File: src/rtl/fwd_hazard_scoreboard_if.sv
// ---------------------------------------------------------------------------
// fwd_hazard_scoreboard_if
// Bundles the ID-stage request and the forwarding/hazard response of the
// forwarding and hazard scoreboard.
//   master : datapath side (drives ID info, stall, flush; reads selects)
//   slave  : scoreboard side
// Signals:
//   id_valid, id_regwrite, id_memread, id_rd, id_rs, id_rs_used : ID info
//   pipe_stall, flush                                            : control
//   fwd_sel, load_use_stall, stall_cnt                           : results
// ---------------------------------------------------------------------------
interface fwd_hazard_scoreboard_if #(
   parameter int unsigned NUM_PORTS = 2,
   parameter int unsigned STAGES    = 3,
   parameter int unsigned ADDR_W    = 5,
   parameter int unsigned CNT_W     = 16
);
   localparam int unsigned SEL_W = $clog2(STAGES + 1);

   logic                          id_valid;
   logic                          id_regwrite;
   logic                          id_memread;
   logic [ADDR_W-1:0]             id_rd;
   logic [NUM_PORTS*ADDR_W-1:0]   id_rs;
   logic [NUM_PORTS-1:0]          id_rs_used;
   logic                          pipe_stall;
   logic                          flush;
   logic [NUM_PORTS*SEL_W-1:0]    fwd_sel;
   logic                          load_use_stall;
   logic [CNT_W-1:0]              stall_cnt;

   modport master (
      output id_valid, id_regwrite, id_memread, id_rd, id_rs, id_rs_used,
      output pipe_stall, flush,
      input  fwd_sel, load_use_stall, stall_cnt
   );

   modport slave (
      input  id_valid, id_regwrite, id_memread, id_rd, id_rs, id_rs_used,
      input  pipe_stall, flush,
      output fwd_sel, load_use_stall, stall_cnt
   );
endinterface

File: src/rtl/fwd_hazard_scoreboard.sv
// ---------------------------------------------------------------------------
// fwd_hazard_scoreboard
// Tracks in-flight destination tags of the STAGES downstream pipeline stages,
// produces per-port forward selects for the ID instruction, detects load-use
// hazards and inserts bubbles, and counts load-use stall cycles.
// Ports:
//   clk  : system clock
//   rst  : synchronous active-high reset
//   bus  : fwd_hazard_scoreboard_if.slave (ID info in, selects/stall out)
// ---------------------------------------------------------------------------
module fwd_hazard_scoreboard #(
   parameter int unsigned NUM_PORTS  = 2,
   parameter int unsigned STAGES     = 3,
   parameter int unsigned LOAD_STAGE = 3,
   parameter int unsigned ADDR_W     = 5,
   parameter int unsigned CNT_W      = 16
) (
   input logic                    clk,
   input logic                    rst,
   fwd_hazard_scoreboard_if.slave bus
);
   localparam int unsigned SEL_W = $clog2(STAGES + 1);

   // Tag pipeline; index 1 is EX, index STAGES is the oldest stage
   logic [STAGES:1]      r_valid;
   logic [STAGES:1]      r_regwrite;
   logic [STAGES:1]      r_memread;
   logic [ADDR_W-1:0]    r_rd [1:STAGES];
   logic [CNT_W-1:0]     r_stall_cnt;

   logic [NUM_PORTS*SEL_W-1:0] w_fwd_sel;
   logic [NUM_PORTS-1:0]       w_hazard;
   logic [ADDR_W-1:0]          w_rs;
   logic                       w_found;
   logic                       w_load_use;

   // Youngest matching writer per port; hazard if it is a load not yet forwardable
   always_comb begin
      w_fwd_sel = '0;
      w_hazard  = '0;
      w_rs      = '0;
      w_found   = 1'b0;
      for (int unsigned p = 0; p < NUM_PORTS; p++) begin
         w_rs    = bus.id_rs[p*ADDR_W +: ADDR_W];
         w_found = 1'b0;
         for (int unsigned k = 1; k <= STAGES; k++) begin
            if (!w_found && r_valid[k] && r_regwrite[k] &&
                (r_rd[k] == w_rs) && (w_rs != '0)) begin
               w_found                    = 1'b1;
               w_fwd_sel[p*SEL_W +: SEL_W] = SEL_W'(k);
               w_hazard[p]                = bus.id_rs_used[p] && r_memread[k] &&
                                            (k < LOAD_STAGE);
            end
         end
      end
   end

   assign w_load_use         = bus.id_valid & ~bus.flush & (|w_hazard);
   assign bus.fwd_sel        = w_fwd_sel;
   assign bus.load_use_stall = w_load_use;
   assign bus.stall_cnt      = r_stall_cnt;

   // Tag shift pipeline; only valid bits need reset, payload follows valid
   always_ff @(posedge clk) begin
      if (rst) begin
         r_valid     <= '0;
         r_stall_cnt <= '0;
      end else if (!bus.pipe_stall) begin
         for (int unsigned k = STAGES; k >= 2; k--) begin
            r_valid[k]    <= r_valid[k-1];
            r_regwrite[k] <= r_regwrite[k-1];
            r_memread[k]  <= r_memread[k-1];
            r_rd[k]       <= r_rd[k-1];
         end
         r_valid[1]    <= bus.id_valid & ~bus.flush & ~w_load_use;
         r_regwrite[1] <= bus.id_regwrite;
         r_memread[1]  <= bus.id_memread;
         r_rd[1]       <= bus.id_rd;
         if (w_load_use && (r_stall_cnt != '1)) begin
            r_stall_cnt <= r_stall_cnt + CNT_W'(1);
         end
      end else if (bus.flush) begin
         // Frozen pipeline: a redirect still kills the youngest tracked entry
         r_valid[1] <= 1'b0;
      end
   end
endmodule

File: src/flat_wrapper.sv
// flat-port wrapper written by rule: the top's interface ports become plain ports
module fwd_hazard_scoreboard_flat 
#(
   parameter int unsigned NUM_PORTS  = 2,
   parameter int unsigned STAGES     = 3,
   parameter int unsigned LOAD_STAGE = 3,
   parameter int unsigned ADDR_W     = 5,
   parameter int unsigned CNT_W      = 16
)
  (clk, rst, bus_id_valid, bus_id_regwrite, bus_id_memread, bus_id_rd, bus_id_rs, bus_id_rs_used, bus_pipe_stall, bus_flush, bus_fwd_sel, bus_load_use_stall, bus_stall_cnt);
  fwd_hazard_scoreboard_if #(.NUM_PORTS(NUM_PORTS), .STAGES(STAGES), .ADDR_W(ADDR_W), .CNT_W(CNT_W)) bus_i ();
  input logic clk;
  input logic rst;
  input wire logic [$bits(bus_i.id_valid)-1:0] bus_id_valid;
  input wire logic [$bits(bus_i.id_regwrite)-1:0] bus_id_regwrite;
  input wire logic [$bits(bus_i.id_memread)-1:0] bus_id_memread;
  input wire logic [$bits(bus_i.id_rd)-1:0] bus_id_rd;
  input wire logic [$bits(bus_i.id_rs)-1:0] bus_id_rs;
  input wire logic [$bits(bus_i.id_rs_used)-1:0] bus_id_rs_used;
  input wire logic [$bits(bus_i.pipe_stall)-1:0] bus_pipe_stall;
  input wire logic [$bits(bus_i.flush)-1:0] bus_flush;
  output wire logic [$bits(bus_i.fwd_sel)-1:0] bus_fwd_sel;
  output wire logic [$bits(bus_i.load_use_stall)-1:0] bus_load_use_stall;
  output wire logic [$bits(bus_i.stall_cnt)-1:0] bus_stall_cnt;
  assign bus_i.id_valid = bus_id_valid;
  assign bus_i.id_regwrite = bus_id_regwrite;
  assign bus_i.id_memread = bus_id_memread;
  assign bus_i.id_rd = bus_id_rd;
  assign bus_i.id_rs = bus_id_rs;
  assign bus_i.id_rs_used = bus_id_rs_used;
  assign bus_i.pipe_stall = bus_pipe_stall;
  assign bus_i.flush = bus_flush;
  assign bus_fwd_sel = bus_i.fwd_sel;
  assign bus_load_use_stall = bus_i.load_use_stall;
  assign bus_stall_cnt = bus_i.stall_cnt;
  fwd_hazard_scoreboard #(.NUM_PORTS(NUM_PORTS), .STAGES(STAGES), .LOAD_STAGE(LOAD_STAGE), .ADDR_W(ADDR_W), .CNT_W(CNT_W)) u_core (.clk(clk), .rst(rst), .bus(bus_i));
endmodule
File: config.mk
export PLATFORM = sky130hd
export DESIGN_NAME = fwd_hazard_scoreboard_flat
export DESIGN_NICKNAME = d
export VERILOG_FILES = /design/src/rtl/fwd_hazard_scoreboard_if.sv /design/src/rtl/fwd_hazard_scoreboard.sv /design/src/flat_wrapper.sv
export SDC_FILE = /design/constraint.sdc
export NUM_CORES = 1
export LEC_CHECK = 0
export ABC_AREA = 1
export CORE_MARGIN = 2
export CORE_UTILIZATION = 40
export DETAILED_ROUTE_END_ITERATION = 10
export PLACE_DENSITY = 0.73
export REMOVE_ABC_BUFFERS = 1
export SETUP_SLACK_MARGIN = 0.3
export SLEW_MARGIN = 20
export SYNTH_ARGS = -nofsm -noshare
export SYNTH_HDL_FRONTEND = slang
export SYNTH_SLANG_ARGS = --single-unit
File: constraint.sdc
create_clock -name clk -period 2.8 [get_ports clk]
set_clock_uncertainty 0.05 [all_clocks]
set_input_delay 0.56 -clock clk [delete_from_list [all_inputs] [get_ports clk]]
set_output_delay 0.56 -clock clk [all_outputs]
set_load 0.01 [all_outputs]
# ---- Word level (Yosys, flattened, before mapping)
# Memories as Yosys holds them, arrays and structs flattened.
# Cells that the tools add are included.
dict set report totals {
  memories 1
  ram_bits 15
  regBits 24
  inputBits 24
}
dict set report classes {
  addsub 1
  bitwise 7
  eq_ne 8
  reduce_logical 35
  mux 21
}
# memory words word_bits rd rd_ports_with_merged_regs wr line_no
set mem_list {}
lappend mem_list {u_core.r_rd 3 5 3 0 3 fwd_hazard_scoreboard.sv:28} ;# logic [ADDR_W-1:0] r_rd [1:STAGES];
# cell n
set ops {}
lappend ops {{== test 5 bit} 6}
lappend ops {{logical AND 1 bit} 26}
lappend ops {{two-way mux 1 bit} 17}
lappend ops {{adder 16 x 1 -> 16 bit, second input constant} 1}
lappend ops {{!= test 16 bit, second input constant} 1}
lappend ops {{nonzero test 5 bit} 2}
lappend ops {{two-way mux 2 bit} 4}
lappend ops {{logical NOT 1 bit} 4}
lappend ops {{NOT 1 bit} 4}
lappend ops {{AND reduction 2 bit} 2}
lappend ops {{bitwise AND 1 bit} 3}
lappend ops {{!= test 2 x 1 -> 1 bit, second input constant} 1}
lappend ops {{OR reduction 2 bit} 1}

# ---- Depth between registers and ports, before layout
# Gate-level depths: netlist (run 1).
# An unclocked memory read counts as a cell.
dict set report depth {
  ltp_word 22
  depth_mapped 16
  mapped_depth_nobuf 15
}

# ---- Worst setup path before layout (run 1)
# OpenSTA, ideal clock, no wires.
dict set report synth_timing {
  path_type {input to output}
  startpoint {input port bus_id_rs[8]}
  endpoint {output port bus_load_use_stall}
  path_buffers 0
  slack_ns 0.640
  cell_stages 11
  t_required_ns 2.190
  t_arrival_ns 1.550
  cell_sequence {inv_2 nand2_1 nor2_1 nand3_2 inv_2 nor2_2 nand2_1 nand2_2 nand2_1 nand2_2 a21boi_0}
}
dict set report synth_via {
  elab_chain_len 18
  word_cells_on_any_way 23
}
# item line_no
set synth_rtl {}
lappend synth_rtl {{start: declaration} flat_wrapper.sv:18} ;# input wire logic [$bits(bus_i.id_rs)-1:0] bus_id_rs;
lappend synth_rtl {{== test 5 bit} fwd_hazard_scoreboard.sv:48} ;# (r_rd[k] == w_rs) && (w_rs != '0)) begin
lappend synth_rtl {{logical AND 1 bit} fwd_hazard_scoreboard.sv:47} ;# if (!w_found && r_valid[k] && r_regwrite[k] &&
lappend synth_rtl {{logical AND 1 bit} fwd_hazard_scoreboard.sv:48}
lappend synth_rtl {{two-way mux 1 bit} fwd_hazard_scoreboard.sv:47}
lappend synth_rtl {{logical NOT 1 bit} fwd_hazard_scoreboard.sv:47}
lappend synth_rtl {{logical AND 1 bit (3 in a row)} fwd_hazard_scoreboard.sv:47}
lappend synth_rtl {{logical AND 1 bit} fwd_hazard_scoreboard.sv:48}
lappend synth_rtl {{two-way mux 1 bit} fwd_hazard_scoreboard.sv:47}
lappend synth_rtl {{logical NOT 1 bit} fwd_hazard_scoreboard.sv:47}
lappend synth_rtl {{logical AND 1 bit (3 in a row)} fwd_hazard_scoreboard.sv:47}
lappend synth_rtl {{logical AND 1 bit} fwd_hazard_scoreboard.sv:48}
lappend synth_rtl {{two-way mux 1 bit (*)} fwd_hazard_scoreboard.sv:47}
lappend synth_rtl {{OR reduction 2 bit (*)} fwd_hazard_scoreboard.sv:58} ;# assign w_load_use = bus.id_valid & ~bus.flush & (|w_hazard);
lappend synth_rtl {{bitwise AND 1 bit (*)} fwd_hazard_scoreboard.sv:58}
lappend synth_rtl {{end: declaration} flat_wrapper.sv:23} ;# output wire logic [$bits(bus_i.load_use_stall)-1:0] bus_load_use_stall;
# Every way passes the cells marked *; elsewhere a longest branch is shown, timed or not.

==> results.md, run 1 <==
- Status: complete, no violations
- Top_reg_cell synth: edfxtp_1
- RSZ-0062 raised after global routing: true
- CTS tree: yes
- Cell count after synthesis: between 300 and 400
- Worst-path fanout max: 3
- First-pass GRT wire length: about 9.5 mm
- Worst skew pair latency: 290 ps
- Vias: 2,263
- Total track usage: around 19%
- Finish-stage setup viols: 0
- CP max-delay cell: edfxtp_1
- Share of layout cells above drive strength 1: between 10% and 20%
- Largest net degree at the start of global routing: 21
- Async SR Flop Fraction: 0%
- Final period demand of the worst path: between 2000 and 3000 ps
- Setup TNS: 0 ps
- Count of pins over their slew limit: 0
- Final worst path period share: 92.2%
- Worst-path clk slew: about 80 ps
- Nets: 430
- Vias in the first global route: about 2,100
- Post-DRT Antenna Nets: 0
- Crit-path max cell delay: ~460 ps
- Cell Area, Synth: approximately 2400 µm²
- Worst Setup Slack, final: around 220 ps
- Number of synthesized flops with an enable pin: 20
- H-tree depth: 2
- Die Span X: ~80 µm
- Relative slew margins: a little under three quarters
- Number of top-level pins: 45
- Core Area: 5820 µm²
- CP endpoint kind: output port
- Worst Max-Slew Pin Slew: around 430 ps
- Initial antenna violation count: 0
- Clk sink count: 39
- Fin. Hold Viols: 0
- Setup CP Type: reg2out
- DRC viols: 0
- Die Y: ~80 µm
- Cts bufs inserted: 5
- Largest cells by area after synthesis: edfxtp_1 (25%), dfxtp_1 (16%), nand2_1 (13%)
- FMAX: roughly 390 MHz
- CP cell instances: xnor2_2 > nand2_1 > nor3_2 > buf_4 > buf_6 > buf_6 > nand3b_1 > nand2_1 > nand2_2 > a21boi_1 > buf_2
- Detailed-route wire length per cell: about 12 µm
- Synth area leader: edfxtp_1
- Final Hold Slack: 394 ps
- Hpwl dp: 4.25 mm
- Worst setup slack after placement: -390 ps
- Synth Register Bits: 39
- Grt ovf: 0
- CP arrival: approximately 2000 ps
- Post-placement cell count: between 400 and 500
- Antenna cells: 0
- VDD IR max: approximately 0.00035 V
- Avg Inst Size Synth: ~7 µm²
- Initial Util: slightly above 40%
- CTS root buf: clkbuf_8
- CP required: 2190 ps
- Warning count from the yosys run: 0
- Routed Wire Length: 5.75 mm
- # port buffers: 44
- Startpoint types: flip-flop
- Die area: roughly 6600 µm²
- Drt via density: roughly 4.7
- # hold bufs at CTS: 0
- Top-area cell type share of the netlist area: approximately a quarter
- Row count: 28
- HP Class: reg2reg
- Drt initial violations: between 100 and 150
- Leakage power: 0.00145 µW
- Clock Tree Buf Depth: 2
- Max-cap violations: 0
- Gp weighted congestion: 0.904
- Area Growth Syn to Fin: 36.8%
- Post-layout util: 55.9%
- Unique masters post-synth: 30
- Power density cells: 380 nW/µm²
- Drt pass-1 iters: 4
- Post-route insts no fill: around 480
- Post-synthesis sequential area ratio: around two fifths
## cell type report
type	instances	area, µm²
fillers	573	2570
inverters	60	225
well taps	75	93.8
multi-input cells	225	1180
clock inverters	3	38.8
clock buffers	5	68.8
flip-flops and latches	39	981
repair buffers	74	661
## sequential cells by signal (all words and copies together), names as in the netlist
name	cells
u_core.r_valid	3
u_core.bus.stall_cnt	16
u_core.r_memread	2
u_core.r_rd	15
u_core.r_regwrite	3
## timing repair
item	CTS	global route
endpoints found under the setup margin	5	10
resized for setup	38	19
setup buffers	4	6
endpoints found under the hold margin	0	0
pin swaps	6	12
## cell usage in the layout (no fill, tap or decap), types with 2 or more instances in the layout
master	count
nor2_2	6
xor2_1	5
nor3_1	6
nor3_2	2
buf_6	4
nand3_1	14
nand2_2	3
nand3_2	4
nand4_1	14
buf_12	2
xnor2_1	10
o21ai_0	4
nor2_1	48
buf_4	24
dlygate4sd2_1	4
clkbuf_8	5
nand2_1	79
o211ai_1	2
o21bai_1	10
edfxtp_1	20
clkdlybuf4s50_1	29
inv_1	55
inv_2	5
a21oi_1	5
clkbuf_2	3
clkdlybuf4s15_1	3
dfxtp_1	19
buf_2	5
## worst max-delay path, delay by kind of cell, from the launching register on
family                    cells  cell delay, ps
AOI/OAI and AO/OA             1             100
buffers and inverters         4             440
xor gates and xnor gates      1             190
and+or+nand+nor               5             480
DFF                           1             460
## report_power, final
part	internal (µW)	leakage [µW]	total [µW]	switching, µW
combinational	68.8	0.00105	141	72.5
clock	261	0.0000556	462	201
sequential	617	0.000341	631	14.1
total	947	0.00145	1230	288
## cell families after synthesis
group	Yosys count	synth area share, %
simple gates	183	34.5
compound gates	25	6.85
flops	39	41.3
buf+inv	65	10.9
fa+ha+maj	1	0.527
xor+xnor	16	5.90
## synth_stat cells, types with 2 or more instances
cell type  instances
a21oi_1            5
buf_6              2
clkbuf_1           3
dfxtp_1           19
edfxtp_1          20
inv_1             55
inv_2              5
nand2_1           80
nand2_2            3
nand3_1           15
nand3_2            3
nand4_1           14
nand4_2            2
nor2_1            51
nor2_2             3
nor3_1             7
o211ai_1           2
o21ai_0            5
o21bai_1          10
xnor2_1           11
xor2_1             5
## stage by stage
| stage | cell area [µm²] | power [µW] |
|---|---|---|
| 2_1_floorplan | 2340 | 705 |
| 3_3_place_gp | 3050 | 781 |
| 3_5_place_dp | 3050 | 782 |
| 4_1_cts | 3180 | 1240 |
| 5_1_grt | 3250 | 1290 |
| 6_report | 3250 | 1230 |
## final timing paths
kind	startpoint	endpoint	slack, ps	depth (start not counted)
max	u_core.r_rd[0][7]	bus_load_use_stall	220	11
min	u_core.r_regwrite[2]	u_core.r_regwrite[3]	390	0
max reg2reg	u_core.r_rd[0][7]	u_core.bus.stall_cnt[8]	380	17
min reg2reg	u_core.r_regwrite[2]	u_core.r_regwrite[3]	390	0
## per-layer routing
layer  global-route usage, %  wire length, µm  vias to the layer above
li1                        -                -                     1188
met1                    24.9             2770                     1016
met2                    30.4             2670                       48
met3                    3.44              225                       11
met4                    5.59               92                        0
met5                       0                0                        -
Note: power is estimated with default switching activity, not from simulation.
==> run 2: changes to the inputs <==
--- a/config.mk
+++ b/config.mk
@@ -6,12 +6,14 @@
 export NUM_CORES = 1
 export LEC_CHECK = 0
 export ABC_AREA = 1
+export CAP_MARGIN = 10
 export CORE_MARGIN = 2
 export CORE_UTILIZATION = 40
 export DETAILED_ROUTE_END_ITERATION = 10
 export PLACE_DENSITY = 0.73
 export REMOVE_ABC_BUFFERS = 1
 export SETUP_SLACK_MARGIN = 0.3
+export SKIP_LAST_GASP = 1
 export SLEW_MARGIN = 20
 export SYNTH_ARGS = -nofsm -noshare
 export SYNTH_HDL_FRONTEND = slang
==> results of run 2 <==
Same layout as run 1: the final DEF is identical, and so are final timing and power.
==> run 3: changes to the inputs <==
--- a/config.mk
+++ b/config.mk
@@ -10,7 +10,6 @@
 export CORE_MARGIN = 2
 export CORE_UTILIZATION = 40
 export DETAILED_ROUTE_END_ITERATION = 10
-export PLACE_DENSITY = 0.73
 export REMOVE_ABC_BUFFERS = 1
 export SETUP_SLACK_MARGIN = 0.3
 export SKIP_LAST_GASP = 1
==> results.md, run 3 (synthesized netlist as in run 1, its figures left out) <==
- Crit-path max cell delay: ~440 ps
- Worst setup slack after placement: -404 ps
- Grt ovf: 0
- Worst Setup Slack, final: 378 ps
- Max FFs per register: 16
- Final period demand of the worst path: 2420 ps
- Fillcell total: roughly 600
- # hold bufs at CTS: 0
- Post-layout util: roughly 55%
- Register-to-register setup slack: between 600 and 700 ps
- CP cell instances: xnor2_1 > nand2_1 > nor3_4 > buf_4 > nand3b_1 > nand2_1 > nand2_2 > a21boi_1 > buf_2
- HP Class: reg2reg
- Worst-path clk slew: roughly 90 ps
- Status: complete, no violations
- Core Area: 5820 µm²
- Post-DRT Antenna Nets: 0
- Worst Max-Slew Pin Slew: 424 ps
- CP arrival: roughly 1800 ps
- CTS tree: yes
- Routed Wire Length: 5.70 mm
- Total track usage: 18.6%
- Vias: ~2,300
- CP endpoint kind: output port
- Gp weighted congestion: approximately 0.89
- CP required: about 2200 ps
- CP most frequent cell: nand2_1
- Number of top-level pins: 45
- Hpwl dp: about 4.3 mm
- Leakage power: 0.00142 µW
- Reg2reg end: u_core.bus.stall_cnt[12]
- Detailed-route wire length per cell: between 10 and 15 µm
- Power density cells: around 420 nW/µm²
- DRC viols: 0
- Initial antenna violation count: 0
- RSZ-0062 raised after global routing: true
- CP max-delay cell: edfxtp_1
- Cts bufs inserted: 5
- CTS root buf: clkbuf_8
- Most frequent cells in the layout: nand2_1 (78), inv_1 (53), nor2_1 (47), clkdlybuf4s50_1 (29), buf_4 (21)
- M2 GR Usage: between 20% and 30%
- Die Span X: slightly above 80 µm
- Final Hold Slack: 423 ps
- R2R Path Start: u_core.r_rd[0][9]
- Count of pins over their slew limit: 0
- Placed inst area: 3040 µm²
- Largest net degree at the start of global routing: 21
- Row count: 28
- Drt initial violations: 70
- Met1 usage: between 20% and 30%
- # port buffers: 44
- Busiest grt layer: met2
- Relative slew margins: around 72%
- Max-cap violations: 0
- Initial Util: 40.8%
- Fin. Hold Viols: 0
- FMAX: ~410 MHz
- Multi-input logic area: around 1200 µm²
- Setup CP Type: reg2out
- Worst Setup SP: u_core.r_rd[0][9]
- Die area: roughly 6600 µm²
- M3 GR Usage: ~3.4%
- VDD IR max: 0.000268 V
- Share of layout cells above drive strength 1: between 15 and 20%
- Most common cell after layout, fill and taps aside: nand2_1
- CP Capture Point: bus_load_use_stall
- Worst-path fanout max: 3
- Clock Tree Buf Depth: 2
- Flip-flop and latch area: between 900 and 1000 µm²
- R2r worst-path depth: 13
- Nets: about 420
- Drt via density: between 4 and 5
- Finish-stage setup viols: 0
- Final instance area: about 3200 µm²
- Worst skew pair latency: about 300 ps
- Startpoint types: flip-flop
- Area Growth Syn to Fin: 34.7%
- Post-placement cell count: 464
- H-tree depth: 2
- Die Y: between 80 and 90 µm
- First-pass GRT wire length: 9.41 mm
- Vias in the first global route: 2,124
- Clk sink count: 39
- Drt pass-1 iters: 4
- Antenna cells: 0
- Post-route insts no fill: roughly 470
- Final worst path period share: between 80% and 90%
run 3: cell count changes in the layout (fill, tap and decap cells not counted), sizes merged:
cell and change:
bufinv +1, clkdlybuf4s15 -1, dlygate4sd2 -1, buf -8
clkinvlp +1, clkinv -2, clkbuf +3
run 3: layout make-up:
type | count | share of cell area (%)
well taps | 75 | 2.94
clock inverters | 3 | 2.11
inverters | 60 | 7.05
multi-input cells | 225 | 37.1
flip-flops and latches | 39 | 30.7
clock buffers | 5 | 2.15
repair buffers | 67 | 18.0
run 3: timing repair:
item / in CTS / in global routing
pin swaps: 9 / 12
gates resized for setup: 36 / 22
buffers inserted: 1 / 1
endpoints found under the setup margin: 5 / 5
run 3: critical path: cells and delay by family (launching register included):
family / cells / cell delay [ps]
and+or+nand+nor: 5 / 460
DFF: 1 / 440
buffers and inverters: 2 / 290
xor gates and xnor gates: 1 / 210
AOI/OAI and AO/OA: 1 / 110
run 3: layer usage:
layer	vias to the layer above	wire length (µm)
met1	1021	2840
li1	1180	-
met3	8	270
met4	0	76
met2	51	2520
met5	-	0
run 3: how the worst min path moves through the flow:
stage | startpoint | end | slack, ps | depth (start not counted)
2_1_floorplan | u_core.r_rd[0][11] | u_core.r_rd[0][16] | 380 | 0
3_3_place_gp | u_core.r_rd[0][11] | u_core.r_rd[0][16] | 380 | 0
3_5_place_dp | u_core.r_regwrite[2] | u_core.r_regwrite[3] | 390 | 0
4_1_cts | u_core.r_rd[0][11] | u_core.r_rd[0][16] | 420 | 0
5_1_grt | u_core.r_rd[0][11] | u_core.r_rd[0][16] | 430 | 0
6_report | u_core.r_regwrite[2] | u_core.r_regwrite[3] | 420 | 0
run 3: report_power, final:
group / switching (µW) / total, µW / internal [µW]
registers: 14.6 / 632 / 617
logic: 72.6 / 140 / 67.6
clock network: 216 / 571 / 356
run 3: through the flow:
| stage | total power (µW) | TNS [ps] |
|---|---|---|
| floorplan | 705 | 0 |
| global route | 1390 | 0 |
| finish | 1340 | 0 |
| CTS | 1350 | 0 |
| detailed placement | 782 | -1670 |
| global placement | 781 | -1670 |
